## config.mk

```make
export PLATFORM = sky130hd
export DESIGN_NAME = imem_dmem_arbiter_flat
export DESIGN_NICKNAME = d
export VERILOG_FILES = /design/src/rtl/imem_dmem_arbiter_if.sv /design/src/rtl/imem_dmem_arbiter.sv /design/src/flat_wrapper.sv
export SDC_FILE = /design/constraint.sdc
export NUM_CORES = 1
export LEC_CHECK = 0
export ABC_CLOCK_PERIOD_IN_PS = 9600
export CORE_AREA = 2 2 199 201
export DETAILED_ROUTE_END_ITERATION = 10
export DIE_AREA = 0 0 201 203
export PLACE_DENSITY_LB_ADDON = 0.12
export SETUP_SLACK_MARGIN = 0.15
export SLEW_MARGIN = 20
export SYNTH_ARGS = -nofsm -noshare
export SYNTH_HDL_FRONTEND = slang
export SYNTH_SLANG_ARGS = --single-unit
```

## constraint.sdc

```tcl
create_clock -name clk -period 9.6 [get_ports clk]
set_clock_uncertainty 0.2 [all_clocks]
set_input_delay 1.92 -clock clk [delete_from_list [all_inputs] [get_ports clk]]
set_output_delay 1.92 -clock clk [all_outputs]
set_load 0.02 [all_outputs]
```

## src/rtl/imem_dmem_arbiter_if.sv

```systemverilog
// Bundle of fetch, load/store and memory-port signals shared by imem_dmem_arbiter.
// The slave modport is the arbiter's view; master is the surrounding stages and memory.
interface imem_dmem_arbiter_if;
  logic        ifu_req_valid;
  logic [63:0] ifu_req_addr;
  logic        ifu_req_ready;
  logic        ifu_flush;
  logic [31:0] ifu_instr;
  logic        ifu_instr_valid;

  logic        lsu_req_valid;
  logic        lsu_req_wen;
  logic [63:0] lsu_req_addr;
  logic [63:0] lsu_req_wdata;
  logic [7:0]  lsu_req_wmask;
  logic        lsu_req_ready;
  logic        lsu_rsp_valid;
  logic [63:0] lsu_rsp_rdata;

  logic        mem_req_valid;
  logic        mem_req_ready;
  logic [63:0] mem_req_addr;
  logic        mem_req_wen;
  logic [63:0] mem_req_wdata;
  logic [7:0]  mem_req_wmask;
  logic        mem_rsp_valid;
  logic [63:0] mem_rsp_rdata;

  modport slave (
    input  ifu_req_valid, ifu_req_addr, ifu_flush,
    output ifu_req_ready, ifu_instr, ifu_instr_valid,
    input  lsu_req_valid, lsu_req_wen, lsu_req_addr, lsu_req_wdata, lsu_req_wmask,
    output lsu_req_ready, lsu_rsp_valid, lsu_rsp_rdata,
    output mem_req_valid, mem_req_addr, mem_req_wen, mem_req_wdata, mem_req_wmask,
    input  mem_req_ready, mem_rsp_valid, mem_rsp_rdata
  );

  modport master (
    output ifu_req_valid, ifu_req_addr, ifu_flush,
    input  ifu_req_ready, ifu_instr, ifu_instr_valid,
    output lsu_req_valid, lsu_req_wen, lsu_req_addr, lsu_req_wdata, lsu_req_wmask,
    input  lsu_req_ready, lsu_rsp_valid, lsu_rsp_rdata,
    input  mem_req_valid, mem_req_addr, mem_req_wen, mem_req_wdata, mem_req_wmask,
    output mem_req_ready, mem_rsp_valid, mem_rsp_rdata
  );
endinterface

```

## src/rtl/imem_dmem_arbiter.sv

```systemverilog
// Single-outstanding arbiter sharing one 64-bit memory port between fetch and load/store.
// Optional IMEM_ARB_AGING_EN: after AGE_MAX back-to-back LSU grants a waiting fetch goes first.
module imem_dmem_arbiter #(
  parameter int          AGE_MAX   = 4,
  parameter logic [31:0] NOP_INSTR = 32'h0000_0013
) (
  input logic                clk,
  input logic                rst,
  imem_dmem_arbiter_if.slave bus
);

  typedef enum logic [1:0] {IDLE = 2'd0, REQ = 2'd1, RSP = 2'd2} state_t;
  typedef enum logic [1:0] {OWN_NONE = 2'd0, OWN_IFU = 2'd1, OWN_LSU = 2'd2} owner_t;

  state_t      state_r;
  owner_t      owner_r;
  logic        drop_r;
  logic        mem_req_valid_r;
  logic [63:0] mem_req_addr_r;
  logic        mem_req_wen_r;
  logic [63:0] mem_req_wdata_r;
  logic [7:0]  mem_req_wmask_r;
  logic [31:0] ifu_instr_r;
  logic        ifu_instr_valid_r;
  logic        lsu_rsp_valid_r;
  logic [63:0] lsu_rsp_rdata_r;

  logic ifu_elig_s;
  logic ifu_first_s;
  logic grant_ifu_s;
  logic grant_lsu_s;
  logic ifu_addr_unused_s;

  assign ifu_elig_s        = bus.ifu_req_valid & ~bus.ifu_flush;
  assign ifu_addr_unused_s = ^bus.ifu_req_addr[1:0];

`ifdef IMEM_ARB_AGING_EN
  localparam int              AGE_W   = $clog2(AGE_MAX + 1);
  localparam logic [AGE_W-1:0] AGE_TOP = AGE_W'(AGE_MAX);

  logic [AGE_W-1:0] age_r;

  // Count LSU grants that leave a fetch waiting; saturates at AGE_TOP.
  always_ff @(posedge clk or posedge rst) begin
    if (rst) begin
      age_r <= {AGE_W{1'b0}};
    end else if (grant_ifu_s || (state_r == IDLE && !bus.ifu_req_valid)) begin
      age_r <= {AGE_W{1'b0}};
    end else if (grant_lsu_s && bus.ifu_req_valid && age_r != AGE_TOP) begin
      age_r <= age_r + AGE_W'(1);
    end else begin
      age_r <= age_r;
    end
  end

  assign ifu_first_s = ifu_elig_s & (age_r == AGE_TOP);
`else
  localparam int age_max_unused = AGE_MAX;
  assign ifu_first_s = 1'b0;
`endif

  // IDLE arbitration: LSU wins unless an aged fetch has been promoted.
  always_comb begin
    grant_ifu_s = 1'b0;
    grant_lsu_s = 1'b0;
    if (state_r == IDLE) begin
      if (ifu_first_s) begin
        grant_ifu_s = 1'b1;
      end else if (bus.lsu_req_valid) begin
        grant_lsu_s = 1'b1;
      end else if (ifu_elig_s) begin
        grant_ifu_s = 1'b1;
      end else begin
        grant_ifu_s = 1'b0;
      end
    end else begin
      grant_lsu_s = 1'b0;
    end
  end

  // Transaction sequencer: latch request, present it, collect and route the response.
  always_ff @(posedge clk or posedge rst) begin
    if (rst) begin
      state_r           <= IDLE;
      owner_r           <= OWN_NONE;
      drop_r            <= 1'b0;
      mem_req_valid_r   <= 1'b0;
      mem_req_addr_r    <= 64'd0;
      mem_req_wen_r     <= 1'b0;
      mem_req_wdata_r   <= 64'd0;
      mem_req_wmask_r   <= 8'd0;
      ifu_instr_r       <= NOP_INSTR;
      ifu_instr_valid_r <= 1'b0;
      lsu_rsp_valid_r   <= 1'b0;
      lsu_rsp_rdata_r   <= 64'd0;
    end else begin
      ifu_instr_valid_r <= 1'b0;
      lsu_rsp_valid_r   <= 1'b0;
      case (state_r)
        IDLE: begin
          drop_r <= 1'b0;
          if (grant_lsu_s) begin
            owner_r         <= OWN_LSU;
            mem_req_valid_r <= 1'b1;
            mem_req_addr_r  <= bus.lsu_req_addr;
            mem_req_wen_r   <= bus.lsu_req_wen;
            mem_req_wdata_r <= bus.lsu_req_wdata;
            mem_req_wmask_r <= bus.lsu_req_wmask;
            state_r         <= REQ;
          end else if (grant_ifu_s) begin
            owner_r         <= OWN_IFU;
            mem_req_valid_r <= 1'b1;
            mem_req_addr_r  <= {bus.ifu_req_addr[63:2], 2'b00};
            mem_req_wen_r   <= 1'b0;
            mem_req_wdata_r <= 64'd0;
            mem_req_wmask_r <= 8'd0;
            state_r         <= REQ;
          end else begin
            owner_r <= OWN_NONE;
            state_r <= IDLE;
          end
        end
        REQ: begin
          if (owner_r == OWN_IFU && bus.ifu_flush) begin
            drop_r <= 1'b1;
          end
          if (bus.mem_req_ready) begin
            mem_req_valid_r <= 1'b0;
            state_r         <= RSP;
          end
        end
        RSP: begin
          if (bus.mem_rsp_valid) begin
            state_r <= IDLE;
            owner_r <= OWN_NONE;
            drop_r  <= 1'b0;
            if (owner_r == OWN_LSU) begin
              lsu_rsp_valid_r <= 1'b1;
              lsu_rsp_rdata_r <= mem_req_wen_r ? 64'd0 : bus.mem_rsp_rdata;
            end else if (owner_r == OWN_IFU && !drop_r && !bus.ifu_flush) begin
              // A flush in the response cycle itself still counts as stale.
              ifu_instr_valid_r <= 1'b1;
              ifu_instr_r       <= mem_req_addr_r[2] ? bus.mem_rsp_rdata[63:32]
                                                     : bus.mem_rsp_rdata[31:0];
            end
          end else if (owner_r == OWN_IFU && bus.ifu_flush) begin
            drop_r <= 1'b1;
          end
        end
        default: begin
          state_r         <= IDLE;
          owner_r         <= OWN_NONE;
          drop_r          <= 1'b0;
          mem_req_valid_r <= 1'b0;
        end
      endcase
    end
  end

  assign bus.ifu_req_ready   = grant_ifu_s;
  assign bus.lsu_req_ready   = grant_lsu_s;
  assign bus.ifu_instr       = ifu_instr_r;
  assign bus.ifu_instr_valid = ifu_instr_valid_r;
  assign bus.lsu_rsp_valid   = lsu_rsp_valid_r;
  assign bus.lsu_rsp_rdata   = lsu_rsp_rdata_r;
  assign bus.mem_req_valid   = mem_req_valid_r;
  assign bus.mem_req_addr    = mem_req_addr_r;
  assign bus.mem_req_wen     = mem_req_wen_r;
  assign bus.mem_req_wdata   = mem_req_wdata_r;
  assign bus.mem_req_wmask   = mem_req_wmask_r;

endmodule

```

## src/flat_wrapper.sv

```systemverilog
// flat-port wrapper written by rule: the top's interface ports become plain ports
module imem_dmem_arbiter_flat 
#(
  parameter int          AGE_MAX   = 4,
  parameter logic [31:0] NOP_INSTR = 32'h0000_0013
)
  (clk, rst, bus_ifu_req_valid, bus_ifu_req_addr, bus_ifu_flush, bus_ifu_req_ready, bus_ifu_instr, bus_ifu_instr_valid, bus_lsu_req_valid, bus_lsu_req_wen, bus_lsu_req_addr, bus_lsu_req_wdata, bus_lsu_req_wmask, bus_lsu_req_ready, bus_lsu_rsp_valid, bus_lsu_rsp_rdata, bus_mem_req_valid, bus_mem_req_addr, bus_mem_req_wen, bus_mem_req_wdata, bus_mem_req_wmask, bus_mem_req_ready, bus_mem_rsp_valid, bus_mem_rsp_rdata);
  imem_dmem_arbiter_if bus_i ();
  input logic clk;
  input logic rst;
  input wire logic [$bits(bus_i.ifu_req_valid)-1:0] bus_ifu_req_valid;
  input wire logic [$bits(bus_i.ifu_req_addr)-1:0] bus_ifu_req_addr;
  input wire logic [$bits(bus_i.ifu_flush)-1:0] bus_ifu_flush;
  output wire logic [$bits(bus_i.ifu_req_ready)-1:0] bus_ifu_req_ready;
  output wire logic [$bits(bus_i.ifu_instr)-1:0] bus_ifu_instr;
  output wire logic [$bits(bus_i.ifu_instr_valid)-1:0] bus_ifu_instr_valid;
  input wire logic [$bits(bus_i.lsu_req_valid)-1:0] bus_lsu_req_valid;
  input wire logic [$bits(bus_i.lsu_req_wen)-1:0] bus_lsu_req_wen;
  input wire logic [$bits(bus_i.lsu_req_addr)-1:0] bus_lsu_req_addr;
  input wire logic [$bits(bus_i.lsu_req_wdata)-1:0] bus_lsu_req_wdata;
  input wire logic [$bits(bus_i.lsu_req_wmask)-1:0] bus_lsu_req_wmask;
  output wire logic [$bits(bus_i.lsu_req_ready)-1:0] bus_lsu_req_ready;
  output wire logic [$bits(bus_i.lsu_rsp_valid)-1:0] bus_lsu_rsp_valid;
  output wire logic [$bits(bus_i.lsu_rsp_rdata)-1:0] bus_lsu_rsp_rdata;
  output wire logic [$bits(bus_i.mem_req_valid)-1:0] bus_mem_req_valid;
  output wire logic [$bits(bus_i.mem_req_addr)-1:0] bus_mem_req_addr;
  output wire logic [$bits(bus_i.mem_req_wen)-1:0] bus_mem_req_wen;
  output wire logic [$bits(bus_i.mem_req_wdata)-1:0] bus_mem_req_wdata;
  output wire logic [$bits(bus_i.mem_req_wmask)-1:0] bus_mem_req_wmask;
  input wire logic [$bits(bus_i.mem_req_ready)-1:0] bus_mem_req_ready;
  input wire logic [$bits(bus_i.mem_rsp_valid)-1:0] bus_mem_rsp_valid;
  input wire logic [$bits(bus_i.mem_rsp_rdata)-1:0] bus_mem_rsp_rdata;
  assign bus_i.ifu_req_valid = bus_ifu_req_valid;
  assign bus_i.ifu_req_addr = bus_ifu_req_addr;
  assign bus_i.ifu_flush = bus_ifu_flush;
  assign bus_ifu_req_ready = bus_i.ifu_req_ready;
  assign bus_ifu_instr = bus_i.ifu_instr;
  assign bus_ifu_instr_valid = bus_i.ifu_instr_valid;
  assign bus_i.lsu_req_valid = bus_lsu_req_valid;
  assign bus_i.lsu_req_wen = bus_lsu_req_wen;
  assign bus_i.lsu_req_addr = bus_lsu_req_addr;
  assign bus_i.lsu_req_wdata = bus_lsu_req_wdata;
  assign bus_i.lsu_req_wmask = bus_lsu_req_wmask;
  assign bus_lsu_req_ready = bus_i.lsu_req_ready;
  assign bus_lsu_rsp_valid = bus_i.lsu_rsp_valid;
  assign bus_lsu_rsp_rdata = bus_i.lsu_rsp_rdata;
  assign bus_mem_req_valid = bus_i.mem_req_valid;
  assign bus_mem_req_addr = bus_i.mem_req_addr;
  assign bus_mem_req_wen = bus_i.mem_req_wen;
  assign bus_mem_req_wdata = bus_i.mem_req_wdata;
  assign bus_mem_req_wmask = bus_i.mem_req_wmask;
  assign bus_i.mem_req_ready = bus_mem_req_ready;
  assign bus_i.mem_rsp_valid = bus_mem_rsp_valid;
  assign bus_i.mem_rsp_rdata = bus_mem_rsp_rdata;
  imem_dmem_arbiter #(.AGE_MAX(AGE_MAX), .NOP_INSTR(NOP_INSTR)) u_core (.clk(clk), .rst(rst), .bus(bus_i));
endmodule
```

# == Word-level counts from Yosys, hierarchy flattened ==
# Cells that the tools add are included.
# totals
register_bits,241
inputBits,272
output_inout_bits,238
# classes
n_eq_ne,7
mux,36
bitwise,5
reduce_logical,13
# ops
op,n
two-way mux 64 bit,5
two-way mux 32 bit,1
two-way mux 1 bit,20
two-way mux 8 bit,2
one-hot mux 2 bit (3 select lines),2
two-way mux 2 bit,4
AND reduction 2 bit,3
AND reduction 3 bit,2
== test 2 x 1 -> 1 bit (second input constant),2
== test 2 bit (second input constant),2
inequality test 2 bit (second input constant),2
inverter 1 bit,4
AND reduction 4 bit,1
logical AND 1 bit,3
inequality test 3 bit (second input constant),1
one-hot mux 1 bit (3 select lines),1
logical NOT 1 bit,2
logical NOT 2 bit,1
one-hot mux 1 bit (2 select lines),1
nonzero test 2 bit,1
AND 1 bit,1

# == Depth between registers and ports, before layout ==
# depth
ltp_word,8
ltp_mapped,8
ltp_nobuf,5

# == Worst setup path before layout ==
# Ideal clock, no wire load.
# synth_timing
path_kind,input port to output port
startpoint,input port bus_lsu_req_valid
endpoint,output port bus_lsu_req_ready
t_arrival_ns,2.511
t_required_ns,7.480
slack_ns,4.969
cell_stages,3
path_buffers,1
path_cell_list,nand2_4 > inv_1 > clkbuf_1
# synth_via
elab_chain_len,2
# synth_rtl
item,line,rtl
start: declaration,flat_wrapper.sv:17,input wire logic [$bits(bus_i.lsu_req_valid)-1:0] bus_lsu_req_valid;
two-way mux 1 bit,imem_dmem_arbiter.sv:69,end else if (bus.lsu_req_valid) begin
two-way mux 1 bit,imem_dmem_arbiter.sv:66,if (state_r == IDLE) begin
end: declaration,flat_wrapper.sv:22,output wire logic [$bits(bus_i.lsu_req_ready)-1:0] bus_lsu_req_ready;
# Every way passes these cells.

# == Worst setup path in the final report ==
# layout_timing
startpoint,input port bus_ifu_flush
endpoint,output port bus_ifu_req_ready
# layout_via
elab_chain_len,5
# layout_rtl
item,line,rtl
start: declaration,flat_wrapper.sv:13,input wire logic [$bits(bus_i.ifu_flush)-1:0] bus_ifu_flush;
inverter 1 bit,imem_dmem_arbiter.sv:34,assign ifu_elig_s = bus.ifu_req_valid & ~bus.ifu_flush;
AND 1 bit,imem_dmem_arbiter.sv:34,
two-way mux 1 bit,imem_dmem_arbiter.sv:71,end else if (ifu_elig_s) begin
two-way mux 1 bit,imem_dmem_arbiter.sv:69,
two-way mux 1 bit,imem_dmem_arbiter.sv:66,
end: declaration,flat_wrapper.sv:14,output wire logic [$bits(bus_i.ifu_req_ready)-1:0] bus_ifu_req_ready;
# Every way passes these cells.

==> results_dict.tcl <==
set metrics [dict create \
    hold_viol_final 0 \
    arrival_ps 3600 \
    drcViolationCount 0 \
    yosys_warnings 0 \
    finalNetCount 1550 \
    synthToLayoutAreaGrowth_pct 60.7 \
    synth.area.top_cells "dfrtp_1 56%, mux2_2 14%, mux2_4 8.4%, a22o_1 6.2%, nand2b_1 3.9%" \
    cts.sinks 241 \
    clock_path_buffers 3 \
    routed.top_layer "met5" \
    syn_inst 784 \
    gp_congestion 0.787 \
    cap_violations 0 \
    finalWorstSetupSlack_ps 3880 \
    fin_crit_sh_pct 59.6 \
    dp_hpwl_mm 26.8 \
    grt_max_degree 143 \
    path_max_fanout 4 \
    synth-seq-area-share_pct 57.2 \
    wl_met2_mm 18.4 \
    cts_buffers 30 \
    synth_ff_type "dfrtp_1" \
    fin_total_pwr_w 0.00545 \
    dp_slack_ps 3860 \
    portBuffers 507 \
    clk_pin_slew_worst_paths_ps 60 \
    first_pass_iters 4 \
    cts_setup_buffers 0 \
    die_h_um 203 \
    ctsHoldBuffers 0 \
    clock_latency_ps 570 \
    maxSlewHeadroom_pct 34.1 \
    grt_pass1_wl_mm 54.6 \
    worst_pin_slew_ps 984 \
    start_util_pct 27.4 \
    met3_wirelength_mm 3.31 \
    vias 7919 \
    crit_path_end_kind "primary output" \
    drv_slew 0 \
    start_kind "input port" \
    synthMuxAreaShare_pct 22.4 \
    synth.top_cell.area_share_pct 56.5 \
    power_density_mw_per_mm2 321 \
    cts_tree "yes" \
    dp.cells 1761 \
    antenna_found_initial 8 \
    h-tree-depth 1 \
    grt_pass1_vias 8383 \
    root_buffer "clkbuf_16" \
    synth_area_per_cell_um2 13.5 \
    rows 72 \
    syn_area_mm2 0.0105 \
    io_pins 510 \
    die_area_mm2 0.0408 \
    synth-seq-cells 241 \
    ir_worst_vdd_mv 0.146 \
    worstPathRequired_ps 7480 \
    postRouteAntennaNets 0 \
    synthAdderAreaFrac_pct 0.356 \
    synth_cell_types 30 \
    grt_usage_pct 17.6 \
    status "completed" \
    synth-xor-area-share_pct 0 \
    drtIter0Drc 338 \
    yosysTopAreaCell "dfrtp_1" \
    wl_met1_mm 14.2 \
    leakage_nw 7.32 \
    synth_top_family_by_area "multiplexers" \
    core_mm2 0.0385 \
    overflow 0 \
    hp-class "reg2reg" \
    yosys.area_share.simple_pct 6.96 \
    syn_nets 1059 \
    postLayoutCellArea_mm2 0.0169 \
    fmax_mhz 175 \
    path_class "in2out" \
    cts_resized 0 \
    drive_gt1_share_pct 18.9 \
    fin_setup_tns_ps 0 \
    totalWireLength_mm 36.7 \
    place_area_mm2 0.0161 \
    setup_viol 0 \
    fin_cells 1813 \
    period_minus_slack_ps 5720 \
    wl_per_cell_um 20.2 \
    synthArstFlopShare_pct 100 \
    synth_compound_area_share_pct 9.74 \
    rsz0062_at_grt "no" \
    via_per_inst 4.37 \
    die_w_um 201 \
    synth-edff-count 0 \
]
critical path: stages:
cell             delay [ps]
clkdlybuf4s50_1         510
nor2b_1                 270
and3_1                  220
clkdlybuf4s50_1         670
synthesized netlist by cell type, drive strengths merged (2+ instances only):
| cell | count |
|---|---|
| dfstp | 3 |
| dfrtp | 238 |
| nor2b | 3 |
| a22o | 75 |
| nand4b | 2 |
| ha | 3 |
| buf | 36 |
| inv | 7 |
| mux2 | 189 |
| nand2b | 66 |
| o21ai | 66 |
| nand2 | 65 |
| clkbuf | 21 |
report_power, final:
part / switching (W) / internal, W
sequential: 0.000230 / 0.00145
combinational: 0.00133 / 0.00139
clock: 0.000437 / 0.000612
registers in the layout (all words and copies together), names as in the netlist:
name,cells
u_core.state_r,2
u_core.bus.ifu_instr,32
u_core.bus.lsu_rsp_valid,1
u_core.bus.mem_req_wdata,64
u_core.owner_r,2
u_core.bus.mem_req_valid,1
u_core.bus.lsu_rsp_rdata,64
u_core.bus.mem_req_wmask,8
u_core.bus.ifu_instr_valid,1
u_core.bus.mem_req_wen,1
u_core.drop_r,1
u_core.bus.mem_req_addr,64
metrics by stage:
| stage | hold slack (ps) | util (%) |
|---|---|---|
| 3_5_place_dp | 269 | 41.7 |
| 4_1_cts | 282 | 44.0 |
| 2_1_floorplan | 308 | - |
| 6_report | 275 | 44.0 |
| 3_3_place_gp | 261 | 41.7 |
| 5_1_grt | 300 | 44.0 |
area by class of cell:
| class | count | area, µm² |
|---|---|---|
| diodes | 3 | 7.51 |
| clock buffers | 44 | 823 |
| clock inverters | 5 | 61.3 |
| flip-flops and latches | 241 | 6040 |
| repair buffers | 516 | 5170 |
| fillers | 3701 | 21500 |
| well taps | 518 | 648 |
| inverters | 7 | 33.8 |
| multi-input cells | 479 | 4170 |
final timing paths:
path | from | end | slack, ps | cells past startpoint
max in group asynchronous | rst | u_core.bus.mem_req_wdata[40] | 6150 | 3
max | bus_ifu_flush | bus_ifu_req_ready | 3880 | 4
min | u_core.bus.lsu_rsp_rdata[53] | u_core.bus.lsu_rsp_rdata[53] | 270 | 2
min in group asynchronous | rst | u_core.bus.ifu_instr[2] | 1660 | 2
min reg2reg | u_core.bus.lsu_rsp_rdata[53] | u_core.bus.lsu_rsp_rdata[53] | 270 | 2
max reg2reg | u_core.state_r[0] | u_core.bus.mem_req_addr[7] | 6810 | 6
cell families after synthesis:
family          Yosys count
compound gates          146
flops                   241
simple gates            140
fa+ha+maj                 3
mux                     190
buf+inv                  64
routing by layer:
layer | vias to the layer above | GRT usage (%)
li1 | 3755 | -
met1 | 3810 | 20.1
met2 | 297 | 30.9
met3 | 47 | 6.71
met4 | 10 | 4.18
met5 | - | 0
cell usage in the layout (no fill, tap or decap), drive strengths merged:
master and count:
nor2 1, a31oi 1, o31ai 1, bufinv 1, dfrtp 238, clkdlybuf4s50 507, nor2b 3, dfstp 3
clkbuf 44, inv 7, o21ai 66, nor3b 1, mux2 189, a211oi 1, nand2b 66, nor3 1
nand2 65, ha 3, a22o 75, and3 1, nand4b 2, mux2i 1, o32a 1, clkinv 4
diode 3, a21oi 1, buf 9
Note: power is estimated with default switching activity, not from simulation.
